===== src/rtl/riscv_pkg.sv =====
// Shared load-unit definitions: funct3 load encodings, the load FSM state type
// and small decode helpers used by both the FSM and the alignment datapath.
package riscv_pkg;

    localparam logic [2:0] F3_LB  = 3'd0;
    localparam logic [2:0] F3_LH  = 3'd1;
    localparam logic [2:0] F3_LW  = 3'd2;
    localparam logic [2:0] F3_LBU = 3'd4;
    localparam logic [2:0] F3_LHU = 3'd5;

    typedef enum logic [2:0] {
        ST_IDLE,
        ST_RD0,
        ST_CAP0,
        ST_RD1,
        ST_CAP1,
        ST_RESP
    } load_state_t;

    function automatic logic f3_legal(input logic [2:0] funct3);
        return (funct3 == F3_LB)  || (funct3 == F3_LH) || (funct3 == F3_LW) ||
               (funct3 == F3_LBU) || (funct3 == F3_LHU);
    endfunction

    // True when the access crosses into the next word.
    function automatic logic f3_spans(input logic [2:0] funct3, input logic [1:0] offset);
        logic result;
        result = 1'b0;
        if ((funct3 == F3_LH) || (funct3 == F3_LHU)) begin
            result = (offset == 2'd3);
        end else if (funct3 == F3_LW) begin
            result = (offset != 2'd0);
        end
        return result;
    endfunction

endpackage


===== src/rtl/load_align.sv =====
// Combinational load alignment: little-endian byte/halfword/word extraction
// from a two-word window followed by sign or zero extension.
module load_align
    import riscv_pkg::*;
(
    input  logic [63:0] data,
    input  logic [1:0]  offset,
    input  logic [2:0]  funct3,
    output logic [31:0] result
);

    logic [63:0] shifted;

    assign shifted = data >> {offset, 3'b000};

    always_comb begin
        result = 32'd0;
        case (funct3)
            F3_LB:   result = {{24{shifted[7]}}, shifted[7:0]};
            F3_LH:   result = {{16{shifted[15]}}, shifted[15:0]};
            F3_LW:   result = shifted[31:0];
            F3_LBU:  result = {24'd0, shifted[7:0]};
            F3_LHU:  result = {16'd0, shifted[15:0]};
            default: result = 32'd0;
        endcase
    end

endmodule


===== src/rtl/mem_load_unit.sv =====
// Multi-cycle load engine issuing word-aligned RAM reads and returning the
// extended result. Macro MEM_LOAD_MISALIGNED_EN enables two-word spanning loads.
module mem_load_unit
    import riscv_pkg::*;
(
    input  logic        clk,
    input  logic        rst_n,
    input  logic        req_valid,
    output logic        req_ready,
    input  logic [31:0] req_addr,
    input  logic [2:0]  req_funct3,
    output logic        resp_valid,
    output logic [31:0] resp_data,
    output logic        resp_err,
    output logic        mem_rd_en,
    output logic [31:0] mem_addr,
    input  logic [31:0] mem_rdata
);

    load_state_t state_reg;
    load_state_t state_next;

    logic [31:0] addr_reg;
    logic [2:0]  funct3_reg;
    logic        err_reg;
    logic [31:0] lo_reg;
    logic [31:0] word_base;
    logic [63:0] align_data;
    logic [31:0] align_result;
    logic        accept;
    logic        accept_err;

    assign word_base = {addr_reg[31:2], 2'b00};
    assign accept    = (state_reg == ST_IDLE) && req_valid;

`ifdef MEM_LOAD_MISALIGNED_EN
    logic [31:0] hi_reg;
    assign accept_err = !f3_legal(req_funct3);
    assign align_data = {hi_reg, lo_reg};
`else
    assign accept_err = !f3_legal(req_funct3) || f3_spans(req_funct3, req_addr[1:0]);
    assign align_data = {32'd0, lo_reg};
`endif

    always_ff @(posedge clk or negedge rst_n) begin
        if (!rst_n) begin
            state_reg <= ST_IDLE;
        end else begin
            state_reg <= state_next;
        end
    end

    always_comb begin
        state_next = state_reg;
        req_ready  = 1'b0;
        mem_rd_en  = 1'b0;
        mem_addr   = 32'd0;
        resp_valid = 1'b0;
        case (state_reg)
            ST_IDLE: begin
                req_ready = 1'b1;
                if (req_valid) begin
                    state_next = accept_err ? ST_RESP : ST_RD0;
                end
            end
            ST_RD0: begin
                mem_rd_en  = 1'b1;
                mem_addr   = word_base;
                state_next = ST_CAP0;
            end
            ST_CAP0: begin
`ifdef MEM_LOAD_MISALIGNED_EN
                state_next = f3_spans(funct3_reg, addr_reg[1:0]) ? ST_RD1 : ST_RESP;
`else
                state_next = ST_RESP;
`endif
            end
`ifdef MEM_LOAD_MISALIGNED_EN
            ST_RD1: begin
                mem_rd_en  = 1'b1;
                mem_addr   = word_base + 32'd4;
                state_next = ST_CAP1;
            end
            ST_CAP1: begin
                state_next = ST_RESP;
            end
`endif
            ST_RESP: begin
                resp_valid = 1'b1;
                state_next = ST_IDLE;
            end
            default: begin
                state_next = ST_IDLE;
            end
        endcase
    end

    always_ff @(posedge clk or negedge rst_n) begin
        if (!rst_n) begin
            addr_reg   <= 32'd0;
            funct3_reg <= 3'd0;
            err_reg    <= 1'b0;
            lo_reg     <= 32'd0;
        end else begin
            if (accept) begin
                addr_reg   <= req_addr;
                funct3_reg <= req_funct3;
                err_reg    <= accept_err;
            end
            if (state_reg == ST_CAP0) begin
                lo_reg <= mem_rdata;
            end
        end
    end

`ifdef MEM_LOAD_MISALIGNED_EN
    always_ff @(posedge clk or negedge rst_n) begin
        if (!rst_n) begin
            hi_reg <= 32'd0;
        end else if (state_reg == ST_CAP1) begin
            hi_reg <= mem_rdata;
        end
    end
`endif

    load_align u_align (
        .data   (align_data),
        .offset (addr_reg[1:0]),
        .funct3 (funct3_reg),
        .result (align_result)
    );

    // Outputs are forced to zero outside RESP so they sit at reset values when idle.
    assign resp_data = (state_reg == ST_RESP && !err_reg) ? align_result : 32'd0;
    assign resp_err  = (state_reg == ST_RESP) && err_reg;

endmodule


===== config.mk =====
export PLATFORM = sky130hd
export DESIGN_NAME = mem_load_unit
export DESIGN_NICKNAME = d
export VERILOG_FILES = /design/src/rtl/riscv_pkg.sv /design/src/rtl/load_align.sv /design/src/rtl/mem_load_unit.sv
export SDC_FILE = /design/constraint.sdc
export NUM_CORES = 1
export LEC_CHECK = 0
export CAP_MARGIN = 0
export CORE_MARGIN = 4
export CORE_UTILIZATION = 32
export DETAILED_ROUTE_END_ITERATION = 10
export GPL_TIMING_DRIVEN = 0
export SYNTH_ARGS = -nofsm -noshare
export SYNTH_HDL_FRONTEND = slang
export SYNTH_SLANG_ARGS = --single-unit

===== constraint.sdc =====
create_clock -name clk -period 1.8 [get_ports clk]
set_input_delay 0.36 -clock clk [delete_from_list [all_inputs] [get_ports clk]]
set_output_delay 0.36 -clock clk [all_outputs]
set_load 0.05 [all_outputs]

Word level (Yosys, flattened, before mapping). Index checks and enable logic that the tools add are counted.

Multiplexer cells: 11. Shift-type cells: 1. Reduce and logical (&&, ||, !) cells: 15. Equal/unequal tests: 13.

Operators with widths (number): $pmux W32 S5 (1); $mux W32 (2); $shr A32 B5 Y32 (1); $eq A3 B3 Y1 const B (5); $eq A3 B1 Y1 const B (3); $eq A3 B2 Y1 const B (3); $logic_not A3 Y1 (3); $pmux W3 S3 (1); $logic_or A1 B1 Y1 (6); $mux W3 (2); $mux W1 (5); $logic_and A1 B1 Y1 (3); $eq A2 B2 Y1 const B (1); $logic_not A1 Y1 (2); $ne A2 B2 Y1 const B (1); $reduce_bool A2 Y1 (1).

Output and inout port bits: 68. Bits of input ports: 70. Bits in registers: 71.

Longest topological paths before layout. Gate-level depths: netlist of run 1.

Depth after elaboration: 10. Gate-level depth with buffers: 6. Mapped depth without buffers: 4.

Modules after synthesis. Synthesis of run 1 repeated with hierarchy kept, for this count alone.

Cells, all modules: 352. Area total of the unflattened synthesis: 4534.3 sq um.

By module, submodules not included: mem_load_unit (instances 1, area an instance 3314.4 sq um, cells each 237); load_align (instances 1, area an instance 1219.9 sq um, cells each 115).

Worst setup path after synthesis of run 1. Ideal clock, no wire load.

Path kind: register -> output. From: register state_reg[1]. To: output port resp_data[6]. Data arrival time: 2353 ps. Required time: 1440 ps. Stages on the path, launching flop included: 5. Path buffers: 1. Slack: -913 ps. Cells stage by stage: dfrtp_1 -> and4bb_2 -> nand2_1 -> buf_1 -> a211oi_1.

Cells in the longest elaborated chain, start to end: 3.

RTL lines: start: declaration (RTL line mem_load_unit.sv:20) `load_state_t state_reg;`; start signal: assignment (RTL line mem_load_unit.sv:49) `state_reg <= state_next;`; $eq A3 B3 Y1 (RTL line mem_load_unit.sv:134) `assign resp_data = (state_reg == ST_RESP && !err_reg) ? align_result : 32'd0;`; $logic_and A1 B1 Y1 (RTL line mem_load_unit.sv:134); $mux W32 (RTL line mem_load_unit.sv:134); end: declaration (RTL line mem_load_unit.sv:13) `output logic [31:0] resp_data,`.

No other way between the ends.

Worst setup path after layout of run 1.
From: register addr_reg[0]. To: output port resp_data[9].

Cells in the longest elaborated chain, start to end: 3.

RTL lines: start: declaration (RTL line mem_load_unit.sv:23) `logic [31:0] addr_reg;`; start signal: assignment (RTL line mem_load_unit.sv:106) `addr_reg <= req_addr;`; $shr A32 B5 Y32 (RTL line load_align.sv:14) `assign shifted = data >> {offset, 3'b000};`; $pmux W32 S5 (RTL line load_align.sv:18) `case (funct3)`; $mux W32 (RTL line mem_load_unit.sv:134).

No other way between the ends.

==> impl_results.md, run 1 <==
* Final standard cell count with taps included and fillers excluded at 647
* Register cell area after layout at 1780 um^2
* Global-route congestion overflow total at 0
* Most frequent CP cell: buf_6
* Largest net degree at the start of global routing at 45
* Clock root buffer: clkbuf_16
* Gate family responsible for the most delay along the worst path: buffers and inverters
* Unrepaired setup endpoints after global routing: true
* Die footprint at 13,400 um^2
* Synthesized flop and latch total at 71
* Fraction of the mapped netlist area in compound gates at 10.4%
* Cell count after placement at 593
* Final-report hold violation count at 0
* Total routed wirelength at 12,200 um
* Via density per instance at 4.93
* Logic depth of the worst setup path including buffers at 7
* Flip-flop cell with the highest count after synthesis: dfrtp_1
* Overall Global Routing Usage at 17.7%
* Hold_ws at 0.500 ns
* Final setup violation count at 65
* Cell row count at 39
* Clock slew at the register clock pins of the worst setup and hold paths at 0.06 ns
* Library cells used by synthesis at 32
* Final routed DRC violation total at 0
* Proportion of synthesized area in mux cells at 26.1%
* Final Skew at 0.00606 ns
* Achievable Freq at 0.384 GHz
* Routability cong. at 0.810
* P&R area growth vs syn at 83.9%
* Clock tree from TritonCTS: yes
* Post-Synth Adder-Cell Area at 0%
* Filler instances at 933
* Number of enable-type register cells in the synthesized netlist at 0
* Delay contributed by the slowest stage of the critical path at 0.43 ns
* Multi-input logic area at 2300 um^2
* Share of the synthesized netlist area taken by xor and xnor gates at 0%
* Data arrival, critical path at 2.25 ns
* Post-synth top area share at 48.0%
* Worst R2R Start: state_reg[1]$_DFFE_PN0P_
* Initial DRC Count at 119
* MaxCap Viol Count at 0
* Reg-to-Reg End: addr_reg[28]$_DFFE_PN0P_
* Global-route wire length before repair at 18,400 um
* Required arrival time at the worst endpoint at 1.44 ns
* Slack of the worst reg-to-reg path at 0 ns
* Core Box Area at 11,400 um^2
* Most area-consuming cells after synthesis: dfrtp_1 48%, mux2_2 21%, and2_1 6.4%
* Crit path time final at 2.61 ns
* Number of nets in the finished design at 569
* Port bufs at 135
* Slowest stage cell on the critical path: or4_4
* Height of the die at 116 um
* Die width at 116 um
* Fraction of registers with async set/reset at 100%
* Via count of the first global-routing pass at 3,411
* CTS H-Tree Depth at 3
* Total power draw at 12.1 mW
* Mean routed wirelength per cell at 18.8 um
* Starting density of the core at 32.6%
* Critical path buffer and inverter count at 3
* Detailed-routing iteration count for the pre-antenna-repair pass at 4
* Critical Path End Type: output pin
* Cell count after synthesis at 313
* Worst-path fanout max at 8
* Start-to-end type of the worst setup path: flip-flop to output pin
* Syn Std Cell Area at 3700 um^2
* Worst Hold Path Cells at 1
* Ordered list of cells on the worst path: buf_6 > mux2i_2 > mux2_4 > or4_4 > buf_12 > a21oi_4 > buf_6
* Pwr per Cell Area at 1780 nW/um^2
* Clock Sinks at 71
* Dominant combinational cell family by area after synthesis: multiplexers
* Num CTS Buffers at 9
* Static leakage at 2.89 nW
* Portion of the post-synthesis area used by sequential elements at 48.0%
* Initial antenna violation count at 1
* Hold/Removal Path Class: flip-flop to flip-flop
* Buffer depth of the longest clock path at 2
* Fraction of layout instances using a drive strength above 1 at 59.2%
* Detailed-route via count at 3,189
* Clock latency at the later pin of the worst-skew pair at 0.33 ns
* Violations in the final reports: setup timing
* Number of cells traversed by the worst register-to-register path at 8
* Antenna Violating Nets Remaining at 0
* Crit share post-route at 145%
* Post-detailed-placement half-perimeter wirelength at 8140 um
* Hold endpoint: lo_reg[2]$_DFFE_PN0P_
* Worst supply voltage drop on vdd at 0.000892 V
* Fin Setup TNS at -30.02 ns
* Hold path start: lo_reg[2]$_DFFE_PN0P_
* Worst-case setup margin in the final layout at -0.806 ns
* Number of top-level design ports at 138
* Cell type with the highest aggregate area in the netlist: dfrtp_1
* Synthesized area per cell at 11.8 um^2
* Simple-gate area share of the yosys netlist at 11.9%
* Synth warnings at 0
* Status: finished with violations
* Launching element type of the critical path: flip-flop
* Final slew viol count at 0
cell families after synthesis:
kind of cell,count (synthesis)
compound gates,55
buf+inv,24
other cells,1
mux,88
flops,71
simple gates,74
report_power, final:
| group | switching [mW] | internal [mW] |
|---|---|---|
| clock network | 0.710 | 1.00 |
| registers | 0.697 | 2.43 |
| logic | 3.55 | 3.71 |
final cells by class:
| class | instances | area share (%) |
|---|---|---|
| diodes | 1 | 0.0368 |
| plain buffers | 21 | 3.58 |
| clock buffers | 11 | 3.71 |
| clock inverters | 4 | 0.460 |
| inverters | 2 | 0.147 |
| multi-input cells | 219 | 33.8 |
| flip-flops and latches | 71 | 26.2 |
| well taps | 143 | 2.63 |
| repair buffers | 175 | 29.5 |
worst max-delay path by stage:
stage          slack (ns)                startpoint                       to
2_1_floorplan       -0.40   addr_reg[0]$_DFFE_PN0P_            resp_data[10]
3_3_place_gp        -2.26                     rst_n  addr_reg[7]$_DFFE_PN0P_
3_5_place_dp        -1.49  state_reg[1]$_DFFE_PN0P_            resp_data[26]
4_1_cts             -0.80   addr_reg[0]$_DFFE_PN0P_             resp_data[8]
5_1_grt             -0.82   addr_reg[0]$_DFFE_PN0P_             resp_data[8]
6_report            -0.81   addr_reg[0]$_DFFE_PN0P_             resp_data[9]
cells in the final DEF (no fill, tap or decap), types with 8 or more instances in the layout:
cell type / synthesis / final
and2_4: 0 / 28
a21oi_4: 0 / 8
mux2i_1: 20 / 13
mux2_4: 0 / 15
nor2_1: 10 / 8
mux2_2: 68 / 53
nor2b_1: 9 / 8
clkbuf_16: 0 / 11
buf_8: 0 / 42
buf_4: 3 / 28
dfrtp_1: 71 / 67
buf_6: 2 / 39
clkdlybuf4s50_1: 0 / 68
o21ai_0: 17 / 8
Yosys cell counts (3+ instances only):
library cell / instances
a211oi_1: 14
a21o_1: 9
a21oi_2: 8
and2_1: 38
buf_2: 9
buf_4: 3
clkbuf_1: 7
dfrtp_1: 71
mux2_2: 68
mux2i_1: 20
nand2_1: 6
nor2_1: 10
nor2b_1: 9
o211ai_1: 3
o21ai_0: 17
routing by layer:
| layer | up-vias | global-route usage [%] | routed length (um) |
|---|---|---|---|
| met3 | 11 | 3.34 | 594 |
| met1 | 1603 | 23.7 | 5180 |
| met4 | 0 | 3.83 | 181 |
| li1 | 1487 | - | - |
| met5 | - | 0 | 0 |
| met2 | 88 | 30.1 | 6210 |
repair_timing:
| action | 4_1_cts | 5_1_grt |
|---|---|---|
| endpoints found under the hold margin | 27 | 0 |
| pin swaps | 17 | 13 |
| hold buffers | 1 | 0 |
| setup buffers | 20 | 16 |
| setup endpoints to repair | 94 | 70 |
| gates cloned | 2 | 2 |
| gates resized for setup | 533 | 73 |
metrics by stage:
| stage | utilization, % | worst slack [ns] | cell area (um^2) |
|---|---|---|---|
| 6_report | 59.9 | -0.806 | 6810 |
| 3_3_place_gp | 48.2 | -2.26 | 5490 |
| 3_5_place_dp | 48.5 | -1.49 | 5510 |
| 5_1_grt | 59.9 | -0.817 | 6810 |
| 4_1_cts | 56.0 | -0.797 | 6360 |
| 2_1_floorplan | - | -0.399 | 3960 |
No activity file was read; power rests on OpenSTA's default activity.
==> run 2: changes to the inputs <==
--- a/config.mk
+++ b/config.mk
@@ -6,6 +6,7 @@
 export NUM_CORES = 1
 export LEC_CHECK = 0
 export CAP_MARGIN = 0
+export CORE_ASPECT_RATIO = 0.5
 export CORE_MARGIN = 4
 export CORE_UTILIZATION = 32
 export DETAILED_ROUTE_END_ITERATION = 10
==> run 2 against run 1 <==
The flow still finishes with violations (setup timing); sequential power about the same; largest cell class is now buffers; critical endpoint is now resp_data[15]; hold slack got worse by 0.040 ns; non-clock buffer count up 11; register-to-register slack got worse by 0.04 ns.
==> impl_results.md, run 2 (same netlist as run 1, synthesis figures left out) <==
* Status: finished with violations
* Violations in the final reports: setup timing
* Clock tree from TritonCTS: yes
* Reg-to-Reg End: addr_reg[26]$_DFFE_PN0P_
* Hold/Removal Path Class: primary input to asynchronous set/reset pin
* Clock latency at the later pin of the worst-skew pair at 0.33 ns
* Routability cong. at 0.742
* Count of inserted antenna diode cells at 0
* Fraction of layout instances using a drive strength above 1 at 62.1%
* Leading cell type in the layout, fill and taps excluded: clkdlybuf4s50_1
* Delay contributed by the slowest stage of the critical path at 0.44 ns
* Number of nets in the finished design at 580
* Global-route wire length before repair at 18,300 um
* Most frequent CP cell: buf_6
* Worst-case setup slack after placement at -1.45 ns
* Overall Global Routing Usage at 16.8%
* Combinational cell fraction of total power at 60.8%
* Static leakage at 2.98 nW
* Crit share post-route at 144%
* Worst-case setup margin in the final layout at -0.800 ns
* Final routed DRC violation total at 0
* Num CTS Buffers at 9
* Critical Path End Type: output pin
* Cell row count at 27
* Most frequent cells in the layout: 68 x clkdlybuf4s50_1, 67 x dfrtp_1, 61 x mux2_2
* Number of cells traversed by the worst register-to-register path at 8
* Clock network power share at 13.9%
* Final-report hold violation count at 0
* Worst supply voltage drop on vdd at 0.000955 V
* Global-route congestion overflow total at 0
* Via density per instance at 4.85
* Ordered list of cells on the worst path: buf_6 > mux2i_2 > mux2_4 > or4_4 > buf_12 > a21oi_4 > buf_6
* Via count of the first global-routing pass at 3,431
* Buffer depth of the longest clock path at 2
* Crit path time final at 2.60 ns
* Pwr per Cell Area at 1780 nW/um^2
* Initial antenna violation count at 0
* Total routed wirelength at 11,400 um
* Final Skew at 0.00584 ns
* Sw Share at 39.8%
* Final slew viol count at 0
* Clock Sinks at 71
* P&R area growth vs syn at 86.2%
* CTS H-Tree Depth at 3
* Unrepaired setup endpoints after global routing: true
* Slack of the worst reg-to-reg path at -0.04 ns
* Core Box Area at 11,100 um^2
* Slowest stage cell on the critical path: or4_4
* Die footprint at 13,500 um^2
* Pint at 7.39 mW
* Clock slew at the register clock pins of the worst setup and hold paths at 0.05 ns
* Start-to-end type of the worst setup path: flip-flop to output pin
* Finished Core Util at 61.8%
* Mean routed wirelength per cell at 17.2 um
* Launching element type of the critical path: flip-flop
* Die width at 160 um
* Switch Pwr at 4.89 mW
* Part of the total power dissipated in sequential elements at 25.4%
* Worst-path fanout max at 8
* Required arrival time at the worst endpoint at 1.44 ns
* Height of the die at 84.0 um
* Initial DRC Count at 150
* Largest net degree at the start of global routing at 54
* Antenna Violating Nets Remaining at 0
* Detailed-routing iteration count for the pre-antenna-repair pass at 4
* Worst R2R Start: state_reg[1]$_DFFE_PN0P_
* Starting density of the core at 33.2%
* MaxCap Viol Count at 0
* Detailed-route via count at 3,198
* Post-detailed-placement half-perimeter wirelength at 7810 um
* Number of top-level design ports at 138
* Data arrival, critical path at 2.24 ns
* Port bufs at 135
* Achievable Freq at 0.385 GHz
* Final setup violation count at 72
* Clock root buffer: clkbuf_16
==> run 2: worst max-delay path: cells and delay by family, from the launching register on <==
kind	cells	cell delay, ns
buf+inv	3	0.49
mux	2	0.47
simple gates	1	0.44
flops	1	0.37
compound gates	1	0.15
==> run 2: per-layer routing <==
metal	track usage (%)	vias up	routed length (um)	share of wire, %
met5	0	-	0	0
met4	3.83	0	70	0.62
met3	5.13	6	688	6.1
met1	21.2	1598	4810	42
met2	28.5	89	5780	51
li1	-	1505	-	-
==> run 2: worst max path at each step <==
| stage | start | slack (ns) | cells after the start | end |
|---|---|---|---|---|
| 4_1_cts | addr_reg[0]$_DFFE_PN0P_ | -0.80 | 7 | resp_data[10] |
| 2_1_floorplan | addr_reg[0]$_DFFE_PN0P_ | -0.40 | 6 | resp_data[10] |
| 3_3_place_gp | rst_n | -2.31 | 1 | lo_reg[5]$_DFFE_PN0P_ |
| 6_report | addr_reg[0]$_DFFE_PN0P_ | -0.80 | 7 | resp_data[15] |
| 3_5_place_dp | state_reg[1]$_DFFE_PN0P_ | -1.45 | 5 | resp_data[29] |
| 5_1_grt | addr_reg[0]$_DFFE_PN0P_ | -0.86 | 7 | resp_data[15] |
==> run 2: cell type report <==
class | instances | area [um^2]
multi-input combinational | 219 | 2310
sequential | 71 | 1780
clock inverter | 5 | 50.0
clock buffer | 10 | 229
tap | 145 | 181
fill | 897 | 4260
buffer | 20 | 234
timing repair buffer | 187 | 2100
inverter | 2 | 10.0
==> run 2: power by group through the flow <==
stage / Combinational, mW / Clock, mW / Sequential, mW
finish: 7.46 / 1.70 / 3.11
global route: 7.91 / 1.83 / 3.24
CTS: 6.55 / 1.75 / 3.06
floorplan: 4.14 / 0 / 2.82
detailed placement: 5.44 / 0 / 3.03
global placement: 5.39 / 0 / 3.02
==> run 2: timing repair <==
item / 4_1_cts / 5_1_grt
setup endpoints to repair: 94 / 94
cloned: 1 / 0
gates resized for setup: 539 / 121
hold endpoints to repair: 18 / 0
hold buffers: 1 / 0
pin swaps: 20 / 34
setup buffers: 28 / 21
==> run 2: stage by stage <==
step / instance area, um^2 / total power, mW / setup TNS (ns) / hold WS [ns] / cells
6_report: 6890 / 12.3 / -25.14 / 0.460 / 659
5_1_grt: 6890 / 13.0 / -31.12 / 0.477 / 659
4_1_cts: 6430 / 11.4 / -26.41 / 0.451 / 639
3_5_place_dp: 5510 / 8.47 / -63.91 / 0.266 / 595
3_3_place_gp: 5490 / 8.41 / -228.37 / 0.479 / 594
2_1_floorplan: 3960 / 6.96 / -9.45 / 0.0644 / 314
==> run 3: changes to the inputs <==
==> constraint.sdc (replaced) <==
create_clock -name clk -period 3.1 [get_ports clk]
set_input_delay 0.31 -clock clk [delete_from_list [all_inputs] [get_ports clk]]
set_output_delay 0.31 -clock clk [all_outputs]
set_load 0.05 [all_outputs]
==> run 3 against run 2 <==
The run now ends clean; clock power decreased by 37%; first-iteration DRC count shrank 25%; critical path type unchanged; sequential cell count is the same; largest cell class is now multi-input combinational cells; largest power group unchanged; routed wire length decreased by 11%; worst setup slack better by 0.94 ns.
==> impl_results.md, run 3 (same netlist as run 1, synthesis figures left out) <==
* Status: finished, final reports clean
* Combinational cell fraction of total power at 50.4%
* Clock network power share at 18.9%
* Final routed DRC violation total at 0
* Via count of the first global-routing pass at 3,242
* Mean routed wirelength per cell at 16.4 um
* Final-report hold violation count at 0
* Finished Core Util at 50.2%
* Headroom to the max-slew limit at 61.8%
* Initial antenna violation count at 0
* Leading cell type in the layout, fill and taps excluded: clkdlybuf4s50_1
* Total routed wirelength at 10,100 um
* Post-detailed-placement half-perimeter wirelength at 7660 um
* Pint at 3.40 mW
* Clock root buffer: clkbuf_16
* Reg-to-Reg End: addr_reg[25]$_DFFE_PN0P_
* Worst-margin pin slew at 0.571 ns
* Sw Share at 39.8%
* Start-to-end type of the worst setup path: flip-flop to output pin
* Launching element type of the critical path: flip-flop
* Clock latency at the later pin of the worst-skew pair at 0.33 ns
* Most frequent CP cell: mux2i_1
* Overall Global Routing Usage at 15.5%
* Final std cell area, no fill at 5600 um^2
* Global-route congestion overflow total at 0
* Ordered list of cells on the worst path: clkbuf_1 > mux2i_1 > mux2i_1 > o211ai_1 > buf_4 > o21ai_0 > clkdlybuf4s50_1
* Routability cong. at 0.815
* Cell row count at 27
* Clock tree from TritonCTS: yes
* Final Skew at 0.00695 ns
* Final slew viol count at 0
* Unrepaired setup endpoints after global routing: false
* Fraction of layout instances using a drive strength above 1 at 23.9%
* Hold_ws at 0.431 ns
* Delay contributed by the slowest stage of the critical path at 0.85 ns
* Largest net degree at the start of global routing at 49
* Multi-input logic area at 1810 um^2
* Worst-path fanout max at 9
* Slack of the worst reg-to-reg path at 1.19 ns
* Die footprint at 13,500 um^2
* Data arrival, critical path at 2.65 ns
* Switch Pwr at 2.25 mW
* Final setup violation count at 0
* Clock slew at the register clock pins of the worst setup and hold paths at 0.05 ns
* Number of top-level design ports at 138
* Hold/Removal Path Class: primary input to asynchronous set/reset pin
* Initial DRC Count at 112
* Count of inserted antenna diode cells at 0
* Via density per instance at 4.74
* Antenna Violating Nets Remaining at 0
* Static leakage at 2.38 nW
* Origin of the worst setup path: funct3_reg[0]$_DFFE_PN0P_
* Num CTS Buffers at 9
* Core Box Area at 11,100 um^2
* Crit share post-route at 95.3%
* Critical Path End Type: output pin
* Part of the total power dissipated in sequential elements at 30.6%
* Die width at 160 um
* Number of cells traversed by the worst register-to-register path at 5
* Global-route wire length before repair at 16,600 um
* Achievable Freq at 0.338 GHz
* Number of nets in the finished design at 535
* Pwr per Cell Area at 1010 nW/um^2
* Worst supply voltage drop on vdd at 0.000491 V
* Most frequent cells in the layout: 125 x clkdlybuf4s50_1, 71 x dfrtp_1, 68 x mux2_2
* Buffer depth of the longest clock path at 2
* Slowest stage cell on the critical path: clkdlybuf4s50_1
* Starting density of the core at 33.2%
* Post-placement cell area at 5260 um^2
* Required arrival time at the worst endpoint at 2.79 ns
* Filler instances at 1,056
* Detailed-routing iteration count for the pre-antenna-repair pass at 4
* Total power draw at 5.65 mW
* Clock Sinks at 71
* Register cell area after layout at 1780 um^2
* MaxCap Viol Count at 0
* CTS H-Tree Depth at 3
* Worst R2R Start: state_reg[0]$_DFFE_PN0P_
* Detailed-route via count at 2,911
* Port bufs at 135
* P&R area growth vs syn at 51.3%
* Crit path time final at 2.96 ns
* Height of the die at 84.0 um
[run 3: worst max-delay path by stage]
stage               slack [ns]  cells past startpoint                       end
finish                    0.14                      7             resp_data[22]
global route              0.02                      4              mem_addr[23]
CTS                       0.02                      6              resp_data[7]
detailed placement        0.06                      5             resp_data[26]
global placement         -0.92                      1  addr_reg[19]$_DFFE_PN0P_
floorplan                 0.41                      5  addr_reg[25]$_DFFE_PN0P_
[run 3: repair_timing]
item | in CTS | in global routing
endpoints found under the setup margin | 25 | 1
pin swaps | 2 | 0
hold endpoints to repair | 23 | 0
hold buffers | 1 | 0
gates resized for setup | 11 | 1
setup buffers | 3 | 0
[run 3: metal layers]
| layer | vias up | global-route usage (%) | routed length, um |
|---|---|---|---|
| met1 | 1402 | 18.8 | 4580 |
| met4 | 0 | 3.83 | 151 |
| met3 | 14 | 7.40 | 818 |
| met5 | - | 0 | 0 |
| met2 | 80 | 25.0 | 4540 |
| li1 | 1415 | - | - |
[run 3: stage by stage]
stage,TNS [ns],instances,setup WS (ns)
4_1_cts,0,614,0.0189
5_1_grt,0,614,0.0159
6_report,0,614,0.145
2_1_floorplan,0,314,0.410
3_3_place_gp,-64.62,594,-0.917
3_5_place_dp,0,595,0.0625
[run 3: power groups by stage]
stage	combinational (mW)	sequential (mW)	clock, mW
6_report	2.85	1.73	1.07
5_1_grt	3.08	1.81	1.14
4_1_cts	2.88	1.74	1.10
3_5_place_dp	2.87	1.75	0
3_3_place_gp	2.84	1.74	0
2_1_floorplan	2.13	1.63	0
[run 3: area by class of cell]
cell class                 instances  share of cell area (%)
clock buffer                      12                    4.22
multi-input combinational        219                    32.3
timing repair buffer             140                    25.0
sequential                        71                    31.7
inverter                           2                   0.134
tap                              145                    3.24
buffer                            22                    2.17
clock inverter                     3                    1.23
[run 3: worst max-delay path, delay by kind of cell (launching register included)]
family | cells | cell delay [ns]
AO/OA/AOI/OAI | 2 | 0.27
buffers and inverters | 3 | 1.36
flip-flops | 1 | 0.32
multiplexers | 2 | 0.37
